## src/rtl/tl_pkg.sv

```systemverilog
// -----------------------------------------------------------------------------
// tl_pkg
// Shared definitions for the traffic-light phase scheduler:
//   - 3-bit phase encoding (also driven out on the debug 'phase' port)
//   - default phase durations in clock cycles
//   - requester ID used to remember who was last granted the cross phase
// -----------------------------------------------------------------------------
package tl_pkg;

    localparam int STATE_W = 3;
    typedef logic [STATE_W-1:0] tl_state_t;

    localparam tl_state_t S_R1G  = 3'd0;  // road-1 green
    localparam tl_state_t S_R1Y  = 3'd1;  // road-1 yellow
    localparam tl_state_t S_CLR1 = 3'd2;  // all red before cross phase
    localparam tl_state_t S_R2G  = 3'd3;  // road-2 green
    localparam tl_state_t S_R2Y  = 3'd4;  // road-2 yellow
    localparam tl_state_t S_PEDG = 3'd5;  // pedestrian walk
    localparam tl_state_t S_PEDY = 3'd6;  // pedestrian clearance
    localparam tl_state_t S_CLR2 = 3'd7;  // all red before road-1 green

    localparam int T_GREEN1_DEF = 20;
    localparam int T_GREEN2_DEF = 10;
    localparam int T_YELLOW_DEF = 3;
    localparam int T_PED_DEF    = 8;
    localparam int T_ALLRED_DEF = 1;

    typedef enum logic {
        REQ_ROAD2 = 1'b0,
        REQ_PED   = 1'b1
    } tl_req_e;

endpackage

```

## src/rtl/tl_phase_timer.sv

```systemverilog
// -----------------------------------------------------------------------------
// tl_phase_timer
// Loadable CNT_W-bit down-counter used as the phase timer.
//   clk, rst_n : clock, synchronous active-low reset (count <= RST_VAL)
//   load       : load load_val this cycle (takes priority over hold)
//   load_val   : value to load (phase duration - 1)
//   hold       : freeze the count
//   count      : current count
//   done       : count == 0
// -----------------------------------------------------------------------------
module tl_phase_timer #(
    parameter int               CNT_W   = 8,
    parameter logic [CNT_W-1:0] RST_VAL = '0
) (
    input  logic             clk,
    input  logic             rst_n,
    input  logic             load,
    input  logic [CNT_W-1:0] load_val,
    input  logic             hold,
    output logic [CNT_W-1:0] count,
    output logic             done
);

    logic [CNT_W-1:0] count_q, count_d;

    always_comb begin
        count_d = count_q;
        if (load)
            count_d = load_val;
        else if (!hold)
            count_d = count_q - 1'b1;
    end

    always_ff @(posedge clk) begin
        if (!rst_n) count_q <= RST_VAL;
        else        count_q <= count_d;
    end

    assign count = count_q;
    assign done  = (count_q == '0);

endmodule

```

## src/rtl/tl_phase_scheduler.sv

```systemverilog
// -----------------------------------------------------------------------------
// tl_phase_scheduler
// Sequences road-1, road-2 and pedestrian lamps through fixed-duration phases
// and arbitrates the shared cross phase between the road-2 car sensor and the
// pedestrian button.
//
// Ports:
//   clk, rst_n        : clock, synchronous active-low reset
//   car_req           : road-2 car sensor (level, not latched)
//   ped_req           : pedestrian button (latched into ped_pending)
//   ped_ack           : one-cycle pulse in the first cycle of the walk phase
//   R1G/R1Y/R1R       : road-1 lamps
//   R2G/R2Y/R2R       : road-2 lamps
//   FG/FY/FR          : pedestrian lamps
//   phase             : current state encoding (debug)
//
// Build option: TL_PED_EN enables the pedestrian phase, button latch, ped_ack
// and round-robin arbitration. Without it the pedestrian lamps stay red,
// ped_req is ignored and road 2 is served whenever car_req is seen.
// -----------------------------------------------------------------------------
module tl_phase_scheduler
    import tl_pkg::*;
#(
    parameter int CNT_W    = 8,
    parameter int T_GREEN1 = T_GREEN1_DEF,
    parameter int T_GREEN2 = T_GREEN2_DEF,
    parameter int T_YELLOW = T_YELLOW_DEF,
    parameter int T_PED    = T_PED_DEF,
    parameter int T_ALLRED = T_ALLRED_DEF
) (
    input  logic       clk,
    input  logic       rst_n,
    input  logic       car_req,
    input  logic       ped_req,
    output logic       ped_ack,
    output logic       R1G,
    output logic       R1Y,
    output logic       R1R,
    output logic       R2G,
    output logic       R2Y,
    output logic       R2R,
    output logic       FG,
    output logic       FY,
    output logic       FR,
    output logic [2:0] phase
);

    localparam logic [CNT_W-1:0] D_GREEN1 = CNT_W'(T_GREEN1 - 1);
    localparam logic [CNT_W-1:0] D_GREEN2 = CNT_W'(T_GREEN2 - 1);
    localparam logic [CNT_W-1:0] D_YELLOW = CNT_W'(T_YELLOW - 1);
    localparam logic [CNT_W-1:0] D_PED    = CNT_W'(T_PED - 1);
    localparam logic [CNT_W-1:0] D_ALLRED = CNT_W'(T_ALLRED - 1);

    tl_state_t        state_q, state_d;
    logic             tmr_load;
    logic [CNT_W-1:0] tmr_load_val;
    logic [CNT_W-1:0] tmr_count;
    logic             tmr_done;

`ifdef TL_PED_EN
    logic    ped_pending_q, ped_pending_d;
    logic    ped_ack_q, ped_ack_d;
    tl_req_e last_served_q, last_served_d;
    logic    ped_entry;
`else
    logic    ped_req_unused;
    assign ped_req_unused = ped_req;
`endif

    // ---------------------------------------------------------------- next state
    always_comb begin
        state_d = state_q;
`ifdef TL_PED_EN
        last_served_d = last_served_q;
`endif
        case (state_q)
            S_R1G: begin
`ifdef TL_PED_EN
                if (tmr_done && (car_req || ped_pending_q)) begin
                    state_d = S_R1Y;
                    // Tie goes to whoever was not served last; last_served
                    // doubles as the grant consumed in S_CLR1.
                    if (car_req && ped_pending_q)
                        last_served_d = (last_served_q == REQ_ROAD2) ? REQ_PED : REQ_ROAD2;
                    else if (ped_pending_q)
                        last_served_d = REQ_PED;
                    else
                        last_served_d = REQ_ROAD2;
                end
`else
                if (tmr_done && car_req)
                    state_d = S_R1Y;
`endif
            end
            S_R1Y:  if (tmr_done) state_d = S_CLR1;
            S_CLR1: begin
`ifdef TL_PED_EN
                if (tmr_done)
                    state_d = (last_served_q == REQ_PED) ? S_PEDG : S_R2G;
`else
                if (tmr_done)
                    state_d = S_R2G;
`endif
            end
            S_R2G:  if (tmr_done) state_d = S_R2Y;
            S_R2Y:  if (tmr_done) state_d = S_CLR2;
`ifdef TL_PED_EN
            S_PEDG: if (tmr_done) state_d = S_PEDY;
            S_PEDY: if (tmr_done) state_d = S_CLR2;
`endif
            S_CLR2: if (tmr_done) state_d = S_R1G;
            default: state_d = S_R1G;
        endcase
    end

    // ---------------------------------------------------------------- phase timer
    // Reload on every state change; every transition changes state, so
    // "state_d != state_q" is exactly "entering a new phase".
    always_comb begin
        tmr_load     = (state_d != state_q);
        tmr_load_val = D_GREEN1;
        case (state_d)
            S_R1G:                 tmr_load_val = D_GREEN1;
            S_R2G:                 tmr_load_val = D_GREEN2;
            S_R1Y, S_R2Y, S_PEDY:  tmr_load_val = D_YELLOW;
            S_PEDG:                tmr_load_val = D_PED;
            S_CLR1, S_CLR2:        tmr_load_val = D_ALLRED;
            default:               tmr_load_val = D_GREEN1;
        endcase
    end

    // Holding at zero lets S_R1G wait indefinitely for a request.
    tl_phase_timer #(
        .CNT_W   (CNT_W),
        .RST_VAL (D_GREEN1)
    ) u_timer (
        .clk      (clk),
        .rst_n    (rst_n),
        .load     (tmr_load),
        .load_val (tmr_load_val),
        .hold     (tmr_done),
        .count    (tmr_count),
        .done     (tmr_done)
    );

`ifdef TL_PED_EN
    // ---------------------------------------------------------------- ped latch
    // Clear beats set on the entry edge, so a press on that edge is served by
    // the walk that is starting; presses during walk/clearance re-arm it.
    assign ped_entry = (state_d == S_PEDG) && (state_q != S_PEDG);

    always_comb begin
        ped_pending_d = ped_pending_q | ped_req;
        if (ped_entry)
            ped_pending_d = 1'b0;
        ped_ack_d = ped_entry;
    end
`endif

    // ---------------------------------------------------------------- registers
    always_ff @(posedge clk) begin
        if (!rst_n) begin
            state_q       <= S_R1G;
`ifdef TL_PED_EN
            ped_pending_q <= 1'b0;
            ped_ack_q     <= 1'b0;
            last_served_q <= REQ_PED;
`endif
        end else begin
            state_q       <= state_d;
`ifdef TL_PED_EN
            ped_pending_q <= ped_pending_d;
            ped_ack_q     <= ped_ack_d;
            last_served_q <= last_served_d;
`endif
        end
    end

    // ---------------------------------------------------------------- lamps
    assign R1G = (state_q == S_R1G);
    assign R1Y = (state_q == S_R1Y);
    assign R1R = ~(R1G | R1Y);
    assign R2G = (state_q == S_R2G);
    assign R2Y = (state_q == S_R2Y);
    assign R2R = ~(R2G | R2Y);
`ifdef TL_PED_EN
    assign FG      = (state_q == S_PEDG);
    assign FY      = (state_q == S_PEDY);
    assign FR      = ~(FG | FY);
    assign ped_ack = ped_ack_q;
`else
    assign FG      = 1'b0;
    assign FY      = 1'b0;
    assign FR      = 1'b1;
    assign ped_ack = 1'b0;
`endif

    assign phase = state_q;

endmodule

```

## config.mk

```make
export PLATFORM = sky130hd
export DESIGN_NAME = tl_phase_scheduler
export DESIGN_NICKNAME = d
export VERILOG_FILES = /design/src/rtl/tl_pkg.sv /design/src/rtl/tl_phase_timer.sv /design/src/rtl/tl_phase_scheduler.sv
export SDC_FILE = /design/constraint.sdc
export NUM_CORES = 1
export LEC_CHECK = 0
export CAP_MARGIN = 10
export CELL_PAD_IN_SITES_DETAIL_PLACEMENT = 0
export CELL_PAD_IN_SITES_GLOBAL_PLACEMENT = 1
export CORE_MARGIN = 1
export CORE_UTILIZATION = 39
export CTS_BUF_LIST = sky130_fd_sc_hd__clkbuf_2
export CTS_CLUSTER_SIZE = 24
export DETAILED_ROUTE_END_ITERATION = 12
export PLACE_DENSITY_LB_ADDON = 0.1
export SYNTH_ARGS = -nofsm -noshare
export SYNTH_HDL_FRONTEND = slang
export SYNTH_SLANG_ARGS = --single-unit
```

## constraint.sdc

```tcl
create_clock -name clk -period 2.8 [get_ports clk]
set_input_delay 0.42 -clock clk [delete_from_list [all_inputs] [get_ports clk]]
set_output_delay 0.42 -clock clk [all_outputs]
set_load 0.02 [all_outputs]
```

* Word-level counts from Yosys, hierarchy flattened *
Memory sizes are Yosys's and may differ from the RTL's.
Cells that the tools add are included.

storage, ports and cells
  bits in registers = 11
  ROM bits = 40
  input bits = 4
  output and inout port bits = 13
  memories = 1

memory list
  name             depth  width  rd ports  clocked after Yosys merged registers in  write ports  line                       source
  (no name shown)  8      5      1         0                                        0            tl_phase_scheduler.sv:122  case (state_d)

cells by class
  add/subtract/negate cells = 1
  equal/unequal tests = 7
  mux-type cells = 9
  bitwise logic cells = 4
  reductions and logical operators = 3

operators by type and width
  kind                                              number
  2-to-1 mux 3 bit                                  6
  one-hot mux 3 bit (6 select lines)                1
  2-to-1 mux 8 bit                                  2
  zero test 8 bit                                   1
  subtractor 8 x 1 -> 8 bit, second input constant  1
  == test 3 x 2 -> 1 bit, second input constant     2
  == test 3 bit, second input constant              2
  == test 3 x 1 -> 1 bit, second input constant     1
  zero test 3 bit                                   1
  != test 3 bit                                     1
  != test 2 bit, second input constant              1
  NOT 1 bit                                         2
  bitwise OR 1 bit                                  2
  logical AND 1 bit                                 1

* Longest topological paths before layout *
Gate-level depths: netlist of run 1.

  depth after elaboration = 6
  gate-level depth with buffers = 11

* Cells and area by module *
From an unflattened synthesis of run 1, not the netlist that was laid out.

second synthesis, totals
  cell total of the unflattened synthesis = 126
  area total of the unflattened synthesis = 1,049.8 um^2

modules (own cells, without submodules)
  module              times used  cells an instance  area an instance (um^2)
  tl_phase_timer      1           56                 528.0
  tl_phase_scheduler  1           70                 521.8

* Worst setup path before layout of run 1 *
Ideal clock, no wire load.

  path type = flip-flop to flip-flop
  from = register u_timer.count_q[0] (netlist: u_timer.count[0])
  to = register u_timer.count_q[0] (netlist: u_timer.count[0])
  setup time = 0.095 ns
  arrival = 2.392 ns
  required time = 2.705 ns
  slack = 0.313 ns
  cell stages (with the launch flop) = 11
  path buffers = 0
  clock period less this slack = 2.487 ns
  cells stage by stage = dfxtp_1 inv_1 ha_1 or3b_1 nor2_4 xnor2_1 or3_1 ha_1 a22oi_1 o22ai_1 o311ai_1

on the way
  cells in the longest elaborated chain, start to end = 6
  elaborated cells on any way between the ends = 15
  classes of those cells = 1 x add/sub; 2 x eq/ne; 9 x mux; 2 x reduce/logical; 1 x memory

RTL lines
  item                                                             line                      source
  start, declared                                                  tl_phase_timer.sv:24      logic [CNT_W-1:0] count_q, count_d;
  start signal, assigned                                           tl_phase_timer.sv:36      else count_q <= count_d;
  zero test 8 bit                                                  tl_phase_timer.sv:40      assign done = (count_q == '0);
  logical AND 1 bit                                                tl_phase_scheduler.sv:91  if (tmr_done && car_req)
  2-to-1 mux 3 bit                                                 tl_phase_scheduler.sv:91
  one-hot mux 3 bit (6 select lines)                               tl_phase_scheduler.sv:76  case (state_q)
  memory read (8 x 5 bit) / != test 3 bit (equally long branches)  n/a
  2-to-1 mux 8 bit / != test 2 bit (equally long branches)         n/a

Parallel ways exist; a longest one is shown, timed or not. The select of a mux whose other input is x is not followed.
A chain may end at the register's enable or synchronous reset.

* Final worst setup path of run 1 *
  from = register u_timer.count_q[1] (netlist: u_timer.count[1])
  to = register u_timer.count_q[0] (netlist: u_timer.count[0])

on the way
  cells in the longest elaborated chain, start to end = 6
  elaborated cells on any way between the ends = 13
  classes of those cells = 2 x eq/ne; 8 x mux; 2 x reduce/logical; 1 x memory

RTL lines
  item                                                             line                      source
  zero test 8 bit *                                                tl_phase_timer.sv:40
  logical AND 1 bit                                                tl_phase_scheduler.sv:91
  2-to-1 mux 3 bit                                                 tl_phase_scheduler.sv:91
  one-hot mux 3 bit (6 select lines) *                             tl_phase_scheduler.sv:76
  named net state_d[1]                                             tl_phase_scheduler.sv:54  tl_state_t state_q, state_d;
  memory read (8 x 5 bit) / != test 3 bit (equally long branches)  n/a
  2-to-1 mux 8 bit / != test 2 bit (equally long branches)         n/a

The timed path passes the listed nets; every way through them passes the cells marked *.

==> results.json, run 1 <==
{
  "crit_start": "u_timer.count[1]",
  "arrival_ps": 2740,
  "ys_async_sr_fraction_pct": 0,
  "cp_num_cells": 11,
  "netlist.area_leader.share_pct": 23.6,
  "start_util_pct": 41.8,
  "fin_crit_ps": 2560,
  "critPathCaptureType": "flip-flop",
  "synth_edf_count": 0,
  "grt_max_degree": 17,
  "synth.distinct_cells": 47,
  "syn-cell-area_um2": 933,
  "hp-start": "u_timer.count[6]",
  "antenna_left": 0,
  "skew_ps": 9.99,
  "clkLatencyLatePin_ps": 270,
  "crit_type": "flip-flop to flip-flop",
  "r2r_cells": 11,
  "syn2layout_area_growth_pct": 20.0,
  "dieArea_um2": 2590,
  "slowest_stage": "dfxtp_1",
  "hold_depth": 2,
  "setup_viol": 0,
  "synth_most_common_cell": "dfxtp_1",
  "cts_resized": 0,
  "ys_seq_elements": 11,
  "die_w_um": 50.9,
  "drc_errors": 0,
  "io_pins": 17,
  "synthTopCellsByCount": "11 x dfxtp_1, 9 x nor2_1, 7 x inv_1, 7 x nand2_1",
  "grt_pass1_vias": 834,
  "overflow": 0,
  "dp_slack_ps": 283,
  "path_buf_inv": 3,
  "path_max_fanout": 7,
  "reg2reg_from": "u_timer.count[1]",
  "regArea_um2": 220,
  "worstHoldEndpoint": "u_timer.count[6]",
  "hold_viol": 0,
  "drt_wl_total_um": 2360,
  "fillers": 227,
  "nNetsFinal": 144,
  "powerDensity_nw_per_um2": 291,
  "dp.final_hpwl_um": 1720,
  "port_buffers": 11,
  "syn_area_per_cell_um2": 7.91,
  "rsz0062_at_grt": "false",
  "core_um2": 2230,
  "clock_sinks": 11,
  "cts_root_buffer": "clkbuf_2",
  "wire_per_inst_um": 14.5,
  "gp_congestion": 0.769,
  "netlist_top_cells_area": "dfxtp_1 24%, ha_1 6.7%, xnor2_1 3.8%, nor2_1 3.6%, buf_4 3.2%",
  "p_leak_nw": 0.438,
  "tritoncts": "yes",
  "die_h_um": 50.9,
  "design_area_um2": 1120,
  "r2r-end": "u_timer.count[0]",
  "critPathLaunchType": "flip-flop",
  "fin_util_pct": 50.1,
  "cp_cell_sequence": "inv_1 -> ha_1 -> nor3b_1 -> buf_4 -> nand2_1 -> o221ai_2 -> inv_1 -> ha_1 -> a22oi_1 -> o22ai_1 -> o311ai_1",
  "htreeDepth": 1,
  "drive_gt1_share_pct": 14.2,
  "drv_slew": 0,
  "fin_crit_sh_pct": 91.5,
  "cp_top_family": "compound AO/OA/AOI/OAI gates",
  "hp-class": "flip-flop to flip-flop",
  "required_ps": 2980,
  "numCtsBuffers": 3,
  "grt_pass1_wl_um": 3940,
  "place_area_um2": 1100,
  "fin_tns_setup_ps": 0,
  "synth-main-ff-cell": "dfxtp_1",
  "clockBufferDepth": 2,
  "timing.max_cap.violations": 0,
  "multi_input_area_um2": 641,
  "post-place-cells": 158,
  "antenna_found_initial": 0,
  "antenna_cells": 0,
  "post_cts_buffers": 0,
  "fmax_mhz": 391,
  "status": "completed",
  "worst_slack_ps": 239,
  "via_count": 902,
  "grt.total_usage_pct": 20.4,
  "core.rowCount": 17,
  "firstDrtPassIters": 4,
  "peakVddDrop_uv": 165,
  "final_cells": 162,
  "yosysTopAreaCell": "dfxtp_1",
  "critPathMaxStageDelay_ps": 360,
  "drt_iter0_drc": 34,
  "postSynthCellCount": 118,
  "synth-warning-count": 0,
  "clk_pin_slew_worst_paths_ps": 130,
  "synth_seq_area_share_pct": 23.6,
  "cts_hold_buffers": 0,
  "reg2reg_slack_ps": 240,
  "vias_per_cell": 5.57
}
## layout by cell type, fill, tap and decap left out, types with 3 or more instances in the layout
cell type        count
clkdlybuf4s50_1     11
dfxtp_1             11
nor2_1               9
buf_4                9
nand2_1              7
inv_1                7
a21oi_1              5
ha_1                 5
xnor2_1              4
nor3_1               4
o21ai_0              4
conb_1               4
clkbuf_2             4
xor2_1               3
a22oi_1              3
## metrics by stage
step | hold WS, ps | power, mW
after floorplan | 528 | 0.215
after global placement | 555 | 0.232
after detailed placement | 571 | 0.232
after CTS | 590 | 0.327
after global routing | 624 | 0.344
final | 591 | 0.326
## state kept, by name, indices dropped and copies added, names as in the netlist
register	cells
u_timer.count	8
phase	3
## how the worst max path moves through the flow
stage	end	slack (ps)
floorplan	u_timer.count[0]	310
global placement	u_timer.count[0]	300
detailed placement	u_timer.count[0]	280
CTS	u_timer.count[0]	240
global route	u_timer.count[0]	10
finish	u_timer.count[0]	240
## worst reg2reg max path, cell delays in order (launching register included)
cell and delay [ps]:
dfxtp_1 360, inv_1 90, ha_1 170, nor3b_1 200, buf_4 190, nand2_1 160
o221ai_2 310, inv_1 100, ha_1 320, a22oi_1 200, o22ai_1 100, o311ai_1 260
## routing by layer
metal	GRT usage, %	routed length (um)
met1	26.7	1140
met2	33.3	1080
met3	2.98	102
met4	8.33	31
met5	0	0
## cell families (layout without fill, tap and decap cells)
group,Yosys count,count (layout),synth area share (%)
flip-flops,11,11,23.6
AND/OR/NAND/NOR,42,42,27.1
buffers and inverters,17,31,8.58
AO/OA/AOI/OAI,32,32,24.5
other,2,4,0.805
adder cells (fa/ha/maj),6,6,7.77
XOR/XNOR,7,7,6.57
multiplexers,1,1,1.07
## final cells by class
cell class	count	area share, %
Multi-Input combinational cell	92	57.2
Inverter	7	2.35
Timing Repair Buffer	20	15.9
Clock buffer	4	1.79
Tap cell	28	3.13
Sequential cell	11	19.7
## report_power, final
part | switching, mW | internal [mW]
combinational | 0.0340 | 0.0277
clock | 0.0587 | 0.0379
sequential | 0.00616 | 0.162
(Power assumes the default switching activity.)
==> inputs of run 2 (changes only) <==
Settings changed: CORE_UTILIZATION 39 to 37, CTS_BUF_LIST sky130_fd_sc_hd__clkbuf_2 to unset.
==> run 2 against run 1 <==
  * Power grew 7.0%
  * Die area is 5.2% higher
  * Clock power up 24%
  * Highest routed layer unchanged
  * Non-clock buffer count did not move
  * Count of clock-buffer cells in the layout unchanged
  * Critical endpoint unchanged
  * First-iteration DRC count fell by 24%
  * Largest cell class unchanged
==> results.json, run 2 (synthesis gave the netlist of run 1 again) <==
{
  "status": "completed",
  "design_area_um2": 1130,
  "reg2reg_slack_ps": 210,
  "dieArea_um2": 2730,
  "hp-class": "flip-flop to flip-flop",
  "cp_cell_sequence": "inv_1 -> ha_1 -> or3b_4 -> nor2_4 -> xnor2_1 -> or3_1 -> ha_1 -> a22oi_1 -> o22ai_1 -> o311ai_1",
  "fillers": 240,
  "regMostFlops": "u_timer.count",
  "cts_hold_buffers": 0,
  "fin_crit_ps": 2590,
  "drc_errors": 0,
  "htreeDepth": 1,
  "io_pins": 17,
  "drive_gt1_share_pct": 14.2,
  "antenna_left": 0,
  "critPathCaptureType": "flip-flop",
  "post_cts_buffers": 0,
  "peakVddDrop_uv": 224,
  "arrival_ps": 2780,
  "grt_pass1_vias": 807,
  "cts_root_buffer": "clkbuf_4",
  "antenna_found_initial": 0,
  "critPathMaxStageDelay_ps": 410,
  "firstDrtPassIters": 4,
  "fin_crit_sh_pct": 92.4,
  "rsz0062_at_grt": "false",
  "die_w_um": 52.2,
  "clkLatencyLatePin_ps": 280,
  "drt_wl_total_um": 2320,
  "crit_type": "flip-flop to flip-flop",
  "cp_top_family": "simple AND/OR/NAND/NOR gates",
  "timing.max_cap.violations": 0,
  "largest_reg_flops": 8,
  "dp.final_hpwl_um": 1750,
  "overflow": 0,
  "p_leak_nw": 0.440,
  "grt.total_usage_pct": 20.0,
  "drv_slew": 0,
  "gp_congestion": 0.839,
  "powerDensity_nw_per_um2": 309,
  "fmax_mhz": 387,
  "grt_max_degree": 15,
  "clock_sinks": 11,
  "clk_pin_slew_worst_paths_ps": 90,
  "die_h_um": 52.2,
  "regArea_um2": 220,
  "required_ps": 2990,
  "core.rowCount": 17,
  "multi_input_area_um2": 643,
  "fin_tns_setup_ps": 0,
  "path_max_fanout": 4,
  "wire_per_inst_um": 14.3,
  "nNetsFinal": 144,
  "setup_viol": 0,
  "via_count": 895,
  "port_buffers": 11,
  "hold_viol": 0,
  "mostFrequentLayoutCells": "11 x clkdlybuf4s50_1, 11 x dfxtp_1, 9 x nor2_1, 9 x buf_4",
  "path_buf_inv": 1,
  "core_um2": 2300,
  "antenna_cells": 0,
  "numCtsBuffers": 3,
  "start_util_pct": 40.6,
  "slowest_stage": "or3b_4",
  "vias_per_cell": 5.52,
  "drt_iter0_drc": 26,
  "skew_ps": 7.46,
  "critPathLaunchType": "flip-flop",
  "place_area_um2": 1100,
  "holdWs_ps": 570,
  "grt_pass1_wl_um": 4020,
  "cp_common_cell": "ha_1",
  "tritoncts": "yes",
  "syn2layout_area_growth_pct": 20.9,
  "clockBufferDepth": 2
}
==> run 2: cell counts in the layout (fill, tap and decap cells not counted) <==
No cell type changed its count.
==> run 2: layer usage <==
layer  part of all wire (%)  global-route usage [%]  routed length (um)
met3                    6.0                    2.61                 139
met4                   0.90                    5.26                  21
met5                      0                       0                   0
met1                     52                    31.3                1210
met2                     41                    28.0                 953
==> run 2: worst paths after layout <==
check | start | endpoint | cells after the start
setup / recovery | u_timer.count[1] | u_timer.count[0] | 10
hold / removal | u_timer.count[6] | u_timer.count[6] | 2
setup reg to reg | u_timer.count[1] | u_timer.count[0] | 10
hold reg to reg | u_timer.count[6] | u_timer.count[6] | 2
==> run 2: layout make-up <==
| type | instances | area share (%) |
|---|---|---|
| multi-input cells | 92 | 57.0 |
| well taps | 28 | 3.10 |
| repair buffers | 20 | 15.7 |
| inverters | 7 | 2.33 |
| clock buffers | 4 | 2.33 |
| flip-flops and latches | 11 | 19.5 |
==> run 2: timing repair <==
action / 4_1_cts / 5_1_grt
hold endpoints to repair: 0 / 0
endpoints found under the setup margin: 0 / 1
resized for setup: 0 / 1
==> run 2: metrics by stage <==
stage	instances	total power, mW	setup slack (ps)	utilization, %
5_1_grt	162	0.367	19.9	49.1
3_5_place_dp	158	0.231	219	47.9
3_3_place_gp	158	0.231	211	47.9
4_1_cts	162	0.349	161	49.0
6_report	162	0.349	214	49.1
2_1_floorplan	120	0.215	313	-
==> run 2: worst reg2reg max path, cell delays in order, from the launching register on <==
cell and delay (ps):
dfxtp_1 350, inv_1 90, ha_1 170, or3b_4 410, nor2_4 110, xnor2_1 100, or3_1 330, ha_1 350
a22oi_1 200, o22ai_1 110, o311ai_1 280
==> run 2: where the power goes <==
group | leakage (nW) | switching [mW] | total (mW) | internal (mW)
sequential | 0.0894 | 0.00643 | 0.168 | 0.162
clock | 0.0150 | 0.0647 | 0.120 | 0.0553
combinational | 0.335 | 0.0329 | 0.0609 | 0.0280
==> inputs of run 3 (changes only) <==
Settings changed: CORE_UTILIZATION 37 to 39, CTS_BUF_LIST set to sky130_fd_sc_hd__clkbuf_8.
Clock period 2.8 ns to 2.6 ns, I/O delays scaled along.
==> run 3 against run 2 <==
  * Maximum frequency grew 6.7%
  * Combinational power increased by 18%
  * Flip-flop and latch count did not move
  * Count of clock-buffer cells in the layout shrank 1
  * Die area fell by 4.9%
  * Non-clock buffer count is 5 higher
  * Worst setup slack got worse by 37 ps
==> results.json, run 3 (synthesis gave the netlist of run 1 again) <==
{
  "via_count": 917,
  "slowest_stage": "or3b_4",
  "clk_pin_slew_worst_paths_ps": 50,
  "dieArea_um2": 2590,
  "swShare_pct": 26.1,
  "place_area_um2": 1140,
  "hold_viol": 0,
  "start_util_pct": 41.8,
  "arrival_ps": 2560,
  "fmax_mhz": 413,
  "p_clk_share_pct": 40.3,
  "fin_crit_ps": 2420,
  "fin_crit_sh_pct": 93.2,
  "clock_sinks": 11,
  "nNetsFinal": 149,
  "setup_viol": 0,
  "mostFrequentLayoutCells": "14 x buf_4, 11 x clkdlybuf4s50_1, 11 x dfxtp_1",
  "post_cts_buffers": 0,
  "power_switching_uw": 110,
  "dp_slack_ps": 105,
  "vias_per_cell": 5.49,
  "peakVddDrop_uv": 241,
  "required_ps": 2740,
  "final_cells": 167,
  "numCtsBuffers": 3,
  "grt_pass1_vias": 855,
  "die_h_um": 50.9,
  "clkLatencyLatePin_ps": 240,
  "skew_ps": 4.72,
  "syn2layout_area_growth_pct": 28.8,
  "worst_slack_ps": 177,
  "tritoncts": "yes",
  "total_power_uw": 422,
  "critPathMaxStageDelay_ps": 400,
  "cp_cell_sequence": "inv_1 -> ha_1 -> or3b_4 -> nor2_4 -> xnor2_1 -> or3_1 -> ha_4 -> a22oi_1 -> o22ai_1 -> o311ai_1",
  "drive_gt1_share_pct": 18.7,
  "fin_util_pct": 53.8,
  "timing.max_cap.violations": 0,
  "final_common_cell": "buf_4",
  "antenna_found_initial": 0,
  "hp-class": "flip-flop to flip-flop",
  "drc_errors": 0,
  "critPathLaunchType": "flip-flop",
  "p_seq_share_pct": 42.6,
  "antenna_cells": 0,
  "io_pins": 17,
  "reg2reg_slack_ps": 180,
  "drv_slew": 0,
  "fin_tns_setup_ps": 0,
  "core.rowCount": 17,
  "core_um2": 2230,
  "clockBufferDepth": 2,
  "firstDrtPassIters": 4,
  "crit_type": "flip-flop to flip-flop",
  "cts_root_buffer": "clkbuf_8",
  "die_w_um": 50.9,
  "path_max_fanout": 3,
  "antenna_left": 0,
  "wire_per_inst_um": 14.3,
  "grt.total_usage_pct": 20.4,
  "drt_iter0_drc": 28,
  "p_int_uw": 312,
  "port_buffers": 11,
  "overflow": 0,
  "largest_reg_flops": 8,
  "htreeDepth": 1,
  "powerDensity_nw_per_um2": 351,
  "design_area_um2": 1200,
  "combPwrFrac_pct": 17.0,
  "rsz0062_at_grt": "false",
  "regMostFlops": "u_timer.count",
  "drt_wl_total_um": 2390,
  "grt_pass1_wl_um": 3920,
  "p_leak_nw": 0.479,
  "critPathCaptureType": "flip-flop",
  "status": "completed",
  "holdWs_ps": 591,
  "post-place-cells": 163,
  "grt_max_degree": 16,
  "gp_congestion": 0.824,
  "dp.final_hpwl_um": 1810
}
run 3: repair_timing:
item,in CTS,in global routing
resized for setup,0,3
endpoints found under the setup margin,0,1
hold buffers,0,0
run 3: power groups by stage:
stage          registers, mW  logic [mW]  clock network, mW
2_1_floorplan          0.184      0.0482                  0
3_3_place_gp           0.183      0.0702                  0
3_5_place_dp           0.184      0.0699                  0
4_1_cts                0.180      0.0707              0.177
5_1_grt                0.181      0.0796              0.184
6_report               0.180      0.0719              0.170
run 3: cell type report:
| cell class | instances | area (um^2) |
|---|---|---|
| Fill cell | 207 | 1030 |
| Multi-Input combinational cell | 92 | 661 |
| Sequential cell | 11 | 220 |
| Timing Repair Buffer | 25 | 215 |
| Clock buffer | 3 | 41.3 |
| Tap cell | 28 | 35.0 |
| Inverter | 7 | 26.3 |
| Clock inverter | 1 | 3.75 |
run 3: worst max-delay path: cells and delay by family (launching register included):
family | cells | cell delay, ps
adder cells (fa/ha/maj) | 2 | 430
AND/OR/NAND/NOR | 3 | 860
flip-flops | 1 | 310
XOR/XNOR | 1 | 90
buffers and inverters | 1 | 70
AO/OA/AOI/OAI | 3 | 560
run 3: layer usage:
layer / global-route usage [%] / wire length, um / vias up
met5: 0 / 0 / -
met4: 6.02 / 12 / 0
met3: 4.76 / 135 / 2
met2: 33.8 / 1130 / 28
met1: 25.9 / 1110 / 423
li1: - / - / 464
run 3: path summary, 6_finish.rpt:
check | from | end | depth (start not counted)
worst max-delay path | u_timer.count[1] | u_timer.count[0] | 10
worst min-delay path | u_timer.count[6] | u_timer.count[6] | 2
worst max register to register | u_timer.count[1] | u_timer.count[0] | 10
worst min register to register | u_timer.count[6] | u_timer.count[6] | 2
